<file path="src/rtl/id_ex_reg.sv">
`timescale 1ns/1ps
// -----------------------------------------------------------------------------
// id_ex_reg -- ID/EX pipeline register with load-use hazard detection
//
// Captures the decoded instruction (register numbers, operands, immediate and
// control bits) from the decode slot into the execute slot. When the execute
// slot holds a load whose destination feeds the decode instruction, a single
// bubble is inserted and the upstream stages are told to hold.
//
// Optional feature macro: LOAD_USE_DETECT_EN
//   defined   : load-use hazard detection, bubble insertion, bubble_count.
//   undefined : no hazard logic; stall_upstream = ex_hold, bubble_count = 0.
//
// Ports:
//   clk, reset          clock; asynchronous active-high reset
//   id_valid            decode slot holds a real instruction
//   id_Rn/Rm/Rd         decoded register numbers (5 bits)
//   id_ReadData1/2      register file read data (WIDTH)
//   id_Imm              sign-extended immediate (WIDTH)
//   id_RegWrite..ALUSrc decoded control bits; id_ALUOp 3-bit ALU op
//   flush               squash the decode-slot instruction (taken branch)
//   ex_hold             downstream stall; hold the stage contents
//   ex_*                registered stage contents
//   stall_upstream      combinational; PC and IF/ID must hold this cycle
//   bubble_count        saturating count of inserted load-use bubbles
//
// Handshake: the decode slot offers an instruction whenever id_valid=1; it is
// consumed on a rising edge only when stall_upstream=0 and flush=0. While
// stall_upstream=1 the producer must keep the same instruction presented.
// -----------------------------------------------------------------------------
module id_ex_reg #(
    parameter int WIDTH     = 64,
    parameter int CNT_WIDTH = 16
) (
    input  logic                 clk,
    input  logic                 reset,
    input  logic                 id_valid,
    input  logic [4:0]           id_Rn,
    input  logic [4:0]           id_Rm,
    input  logic [4:0]           id_Rd,
    input  logic [WIDTH-1:0]     id_ReadData1,
    input  logic [WIDTH-1:0]     id_ReadData2,
    input  logic [WIDTH-1:0]     id_Imm,
    input  logic                 id_RegWrite,
    input  logic                 id_MemRead,
    input  logic                 id_MemWrite,
    input  logic                 id_MemToReg,
    input  logic                 id_ALUSrc,
    input  logic [2:0]           id_ALUOp,
    input  logic                 flush,
    input  logic                 ex_hold,
    output logic                 ex_valid,
    output logic [4:0]           ex_Rn,
    output logic [4:0]           ex_Rm,
    output logic [4:0]           ex_Rd,
    output logic [WIDTH-1:0]     ex_ReadData1,
    output logic [WIDTH-1:0]     ex_ReadData2,
    output logic [WIDTH-1:0]     ex_Imm,
    output logic                 ex_RegWrite,
    output logic                 ex_MemRead,
    output logic                 ex_MemWrite,
    output logic                 ex_MemToReg,
    output logic                 ex_ALUSrc,
    output logic [2:0]           ex_ALUOp,
    output logic                 stall_upstream,
    output logic [CNT_WIDTH-1:0] bubble_count
);

    localparam logic [4:0] ZERO_REG = 5'd31;

    logic hazard;

`ifdef LOAD_USE_DETECT_EN
    // A load in EX whose destination is a source of the ID instruction.
    // Register 31 reads as zero, so it never creates a dependency. A flush
    // squashes the ID instruction, so its dependency no longer matters.
    assign hazard = ex_valid & ex_MemRead & id_valid & ~flush
                  & (ex_Rd != ZERO_REG)
                  & ((ex_Rd == id_Rn) | (ex_Rd == id_Rm));
`else
    assign hazard = 1'b0;
`endif

    assign stall_upstream = ex_hold | hazard;

    // Priority per edge: flush > ex_hold > hazard > load.
    // Flush and bubble both kill the instruction (valid/controls) but leave
    // the data fields untouched; the bubble clears ex_MemRead, so the hazard
    // cannot persist beyond one cycle.
    always_ff @(posedge clk or posedge reset) begin
        if (reset) begin
            ex_valid     <= 1'b0;
            ex_RegWrite  <= 1'b0;
            ex_MemRead   <= 1'b0;
            ex_MemWrite  <= 1'b0;
            ex_MemToReg  <= 1'b0;
            ex_ALUSrc    <= 1'b0;
            ex_ALUOp     <= 3'b000;
            ex_Rn        <= ZERO_REG;
            ex_Rm        <= ZERO_REG;
            ex_Rd        <= ZERO_REG;
            ex_ReadData1 <= '0;
            ex_ReadData2 <= '0;
            ex_Imm       <= '0;
        end else if (flush || (!ex_hold && hazard)) begin
            ex_valid     <= 1'b0;
            ex_RegWrite  <= 1'b0;
            ex_MemRead   <= 1'b0;
            ex_MemWrite  <= 1'b0;
            ex_MemToReg  <= 1'b0;
            ex_ALUSrc    <= 1'b0;
            ex_ALUOp     <= 3'b000;
        end else if (!ex_hold) begin
            // An empty decode slot loads as a clean no-op.
            ex_valid     <= id_valid;
            ex_RegWrite  <= id_valid & id_RegWrite;
            ex_MemRead   <= id_valid & id_MemRead;
            ex_MemWrite  <= id_valid & id_MemWrite;
            ex_MemToReg  <= id_valid & id_MemToReg;
            ex_ALUSrc    <= id_valid & id_ALUSrc;
            ex_ALUOp     <= id_valid ? id_ALUOp : 3'b000;
            ex_Rn        <= id_Rn;
            ex_Rm        <= id_Rm;
            ex_Rd        <= id_Rd;
            ex_ReadData1 <= id_ReadData1;
            ex_ReadData2 <= id_ReadData2;
            ex_Imm       <= id_Imm;
        end
    end

`ifdef LOAD_USE_DETECT_EN
    // Counts only bubbles actually inserted; saturates at all-ones.
    always_ff @(posedge clk or posedge reset) begin
        if (reset) begin
            bubble_count <= '0;
        end else if (!flush && !ex_hold && hazard && (bubble_count != '1)) begin
            bubble_count <= bubble_count + CNT_WIDTH'(1);
        end
    end
`else
    assign bubble_count = '0;
`endif

endmodule

</file>
<file path="config.mk">
export PLATFORM = sky130hd
export DESIGN_NAME = id_ex_reg
export DESIGN_NICKNAME = d
export VERILOG_FILES = /design/src/rtl/id_ex_reg.sv
export SDC_FILE = /design/constraint.sdc
export NUM_CORES = 1
export LEC_CHECK = 0
export ABC_AREA = 1
export CORE_AREA = 2 2 174 176
export CTS_CLUSTER_SIZE = 20
export DETAILED_ROUTE_END_ITERATION = 8
export DIE_AREA = 0 0 176 178
export GPL_ROUTABILITY_DRIVEN = 0
export GPL_TIMING_DRIVEN = 0
export SLEW_MARGIN = 20
export SYNTH_ARGS = -nofsm -noshare
export SYNTH_HDL_FRONTEND = slang
export SYNTH_SLANG_ARGS = --single-unit
</file>
<file path="constraint.sdc">
create_clock -name clk -period 7.57 [get_ports clk]
set_input_delay 1.1355 -clock clk [delete_from_list [all_inputs] [get_ports clk]]
set_output_delay 1.1355 -clock clk [all_outputs]
set_load 0.02 [all_outputs]
</file>
==> results of run 1 <==
cells in the mapped netlist, drive strengths merged:
cell,count,area share
nand2,433,0.19
o21ai,207,0.12
dfrtp,201,0.58
buf,60,0.042
clkbuf,27,0.012
dfstp,15,0.046
nand3,8,0.0046
inv,2,0.00087
nor2,2,0.0036
conb,1,0.00043
per-layer routing:
metal	track usage	up-vias	wire length, µm
met2	0.324	346	14800
met4	0.0692	0	1070
li1	-	3983	-
met1	0.221	3836	12000
met3	0.0759	61	3390
met5	0	-	0
flip-flops by register name, summed over array words and instances, names as in the netlist, 3 cells and up:
register,count
ex_ReadData1,64
ex_ALUOp,3
ex_Imm,64
ex_Rm,5
ex_Rn,5
ex_ReadData2,64
ex_Rd,5
per-stage QoR:
step / total power [µW] / setup slack [ps] / area, µm² / cells / util
detailed placement: 2250 / 3850 / 13600 / 1797 / 0.462
floorplan: 1750 / 552 / 8690 / 971 / -
finish: 3360 / 3860 / 14400 / 1843 / 0.488
CTS: 3410 / 3850 / 14300 / 1840 / 0.488
global route: 3530 / 3820 / 14400 / 1841 / 0.488
global placement: 2230 / -2810 / 13500 / 1795 / 0.460
placed cells by master, fill, tap and decap left out, types with 15 or more instances in the layout:
cell type,instances
buf_2,28
buf_4,20
clkbuf_1,34
clkbuf_16,25
clkdlybuf4s50_1,434
conb_1,16
dfrtp_1,201
dfstp_2,15
nand2_1,433
o21ai_0,207
worst paths after layout:
check,from,end,slack [ps],depth (start not counted)
hold / removal,ex_Rn[0],ex_Rn[0],470,2
min in group asynchronous,reset,ex_ReadData2[28],1040,2
setup / recovery,ex_hold,stall_upstream,3860,3
setup reg to reg,ex_Rm[0],ex_Rm[0],6820,2
hold reg to reg,ex_Rn[0],ex_Rn[0],470,2
max in group asynchronous,reset,ex_Rd[0],5740,3
area by class of cell:
cell class / instances / area [µm²] / share of cell area
diodes: 3 / 7.51 / 0.000523
inverters: 2 / 15.0 / 0.00105
well taps: 390 / 488 / 0.0340
flip-flops and latches: 216 / 5420 / 0.378
multi-input cells: 666 / 2790 / 0.195
clock buffers: 38 / 734 / 0.0512
plain buffers: 87 / 467 / 0.0325
repair buffers: 436 / 4400 / 0.306
clock inverters: 5 / 28.8 / 0.00200
power by group through the flow:
| stage | sequential, µW | clock, µW | combinational [µW] |
|---|---|---|---|
| after floorplan | 1560 | 0 | 184 |
| after global placement | 1390 | 0 | 848 |
| after detailed placement | 1390 | 0 | 854 |
| after CTS | 1370 | 1180 | 857 |
| after global routing | 1390 | 1220 | 912 |
| final | 1370 | 1140 | 846 |
critical path, stage by stage:
cell and delay (ps):
clkdlybuf4s50_1 680, buf_4 170, clkdlybuf4s50_1 590
cell families after synthesis:
kind of cell           after synthesis  share of synthesized area
AND/OR/NAND/NOR                    443                      0.196
other                                1                   0.000434
AO/OA/AOI/OAI                      207                      0.120
flip-flops                         216                      0.628
buffers and inverters               89                     0.0549
==> reports/results.tsv, run 1 <==
metric	value	unit
grt_pass1_wl	47.0	mm
initial_core_util	0.294	
critPathRequiredTime	6430	ps
sw_frac_of_total	0.293	
dp_hpwl	23.1	mm
gr-usage-all-layers	0.192	
numCtsBuffers	25	
grt_pass1_vias	8231	
drtIter0Drc	437	
p_sw	983	µW
rsz0062_at_grt	no	
min_path_type	reg2reg	
fmax	269	MHz
dieArea	0.0313	mm²
route.detailed.drc	0	
finClkSkew	0	ps
htree_num_levels	1	
p_int	2370	µW
clockBufferDepth	3	
pwr-share-comb	0.252	
netlist_area	0.00863	mm²
ys_seq_area_frac	0.628	
die_h	178	µm
power.density	234	mW/mm²
detailroute.via_count	8226	
cts_tree	yes	
maxCapViolCount	0	
nFillCells	2810	
first_pass_iters	5	
syn_inst	956	
critPathKind	in2out	
ios	453	
period_share	0.490	
finalSetupViolCount	0	
numPortBuffers	434	
final_antenna_net_count	0	
outcome	completed	
wl_per_cell	16.9	µm
cts_sinks	216	
layout-drive-gt1-share	0.0745	
clk_latency	510	ps
vdd_ir_drop_max	142	µV
min_period	3710	ps
worstPathArrival	2580	ps
gr-total-overflow	0	
tns	0	ps
power.share.clock	0.339	
antenna_found_initial	2	
syn_to_final_growth	66.3	%
drt-vias-per-instance	4.46	
final_nets	1654	
coreArea	0.0294	mm²
totalWireLength	31.2	mm
cts_setup_buffers	0	
avgSynthCellArea	9.03	µm²
cts-root-buf	clkbuf_16	
grt_max_degree	87	
rows	63	
crit_path_end_kind	output port	
seq_power_share	0.409	
ys_warn_count	0	
hold_violations	0	
slew_violations	0	
p_leak	0.00664	µW
ctsHoldBuffers	0	
cp-start-kind	input pin	
postCtsResizedCells	0	
die_x	176	µm
ys_types	14	
cts.reportedPaths.clkPinSlew	60	ps
ys_seq_elements	216	
whs	474	ps
crit_fanout	3	
No activity file was read; power rests on OpenSTA's default activity.
==> run 2, diff against run 1 <==
- clock period: 7.57 -> 3.7 ns (I/O delays scaled with it)
==> reports/results.tsv, run 2 (same netlist as run 1, synthesis figures left out) <==
metric	value	unit
outcome	completed	
wl_per_cell	17.1	µm
fmax	392	MHz
top_usage_layer	met2	
ios	453	
drt-vias-per-instance	4.48	
layout_common_cells	clkdlybuf4s50_1, nand2_1, o21ai_0, dfrtp_1, clkbuf_1	
reg_top3	ex_Imm: 64 flops, ex_ReadData1: 64 flops, ex_ReadData2: 64 flops	
final_common_cell	clkdlybuf4s50_1	
detailroute.via_count	8295	
rows	63	
grt_use_met2	0.340	
antenna_found_initial	1	
cts_tree	yes	
slew_violations	0	
finClkSkew	0	ps
postLayoutCellArea	0.0146	mm²
hold_violations	0	
multi_input_area	0.00279	mm²
grt_pass1_wl	47.9	mm
final_nets	1661	
clk_latency	520	ps
initial_core_util	0.294	
min_path_type	in2async	
route.detailed.drc	0	
crit_path_end_kind	output port	
maxCapViolCount	0	
dp_slack	1130	ps
totalWireLength	31.7	mm
gr-total-overflow	0	
nFillCells	2791	
min_period	2550	ps
cts_setup_buffers	0	
cts-root-buf	clkbuf_16	
layout_setup_ws	1150	ps
worstPathArrival	1990	ps
p_leak	0.00676	µW
dp_hpwl	24.1	mm
dieArea	0.0313	mm²
htree_num_levels	1	
clockBufferDepth	3	
die_x	176	µm
slew_headroom	0.628	
coreArea	0.0294	mm²
drtIter0Drc	543	
vdd_ir_drop_max	385	µV
grt_max_degree	32	
crit_fanout	3	
register_area	0.00542	mm²
ctsHoldBuffers	0	
syn_to_final_growth	69.0	%
grt_use_met3	0.0686	
grtUsageMet1	0.228	
critPathRequiredTime	3140	ps
period_share	0.689	
finalSetupViolCount	0	
placed_area	0.0137	mm²
critPathKind	in2out	
final_antenna_net_count	0	
numCtsBuffers	26	
cts_sinks	216	
cp-start-kind	input pin	
numPortBuffers	434	
die_h	178	µm
first_pass_iters	4	
grt_pass1_vias	8404	
power.density	495	mW/mm²
gr-usage-all-layers	0.195	
fin_total_pwr	7220	µW
rsz0062_at_grt	no	
tightestPinTransition	558	ps
layout-drive-gt1-share	0.0835	
postCtsResizedCells	0	
cts.reportedPaths.clkPinSlew	60	ps
## run 2: changes by cell type in the layout (fill, tap and decap cells not counted)
| cell | previous run | this run |
|---|---|---|
| clkbuf_8 | 6 | 9 |
| diode_2 | 3 | 2 |
| buf_16 | 2 | 0 |
| clkbuf_1 | 34 | 31 |
| inv_8 | 1 | 0 |
| clkbuf_16 | 25 | 27 |
| clkinv_2 | 4 | 6 |
| bufinv_16 | 0 | 2 |
| clkinv_4 | 1 | 0 |
| buf_12 | 0 | 8 |
| clkinvlp_4 | 0 | 1 |
## run 2: final timing paths
kind	start	end	slack [ps]	cells past startpoint
max in group asynchronous	reset	ex_ReadData2[3]	1840	8
min	reset	ex_ReadData1[11]	340	2
min in group clk	flush	ex_ReadData2[11]	400	3
max	ex_hold	stall_upstream	1150	3
min reg2reg	ex_valid	ex_valid	470	2
max reg2reg	ex_Rn[3]	ex_Rn[3]	2940	2
## run 2: metrics by stage
stage          cells  hold slack, ps   util  setup TNS, ps
6_report        1853             337  0.496              0
5_1_grt         1851             328  0.496              0
4_1_cts         1851             322  0.496              0
3_5_place_dp    1803             457  0.466              0
3_3_place_gp    1795             455  0.460        -330480
2_1_floorplan    971             506      -              0
## run 2: where the power goes
part / switching, µW / internal (µW)
Clock: 1020 / 1650
Combinational: 903 / 843
Sequential: 145 / 2660
Total: 2070 / 5150
## run 2: cell type report
| cell class | count | share of cell area |
|---|---|---|
| Tap cell | 390 | 0.0334 |
| Buffer | 87 | 0.0320 |
| Inverter | 2 | 0.000771 |
| Multi-Input combinational cell | 666 | 0.191 |
| Sequential cell | 216 | 0.372 |
| Clock buffer | 40 | 0.0558 |
| Antenna cell | 2 | 0.000343 |
| Clock inverter | 8 | 0.00617 |
| Timing Repair Buffer | 442 | 0.309 |
## run 2: critical path, cell delays in order
cell and delay (ps):
clkdlybuf4s50_1 680, buf_4 170, clkdlybuf4s50_1 590
## run 2: routing by layer
metal	routed length [µm]	vias to the layer above
li1	-	4004
met1	12300	3899
met2	15400	341
met3	3150	51
met4	816	0
met5	0	-
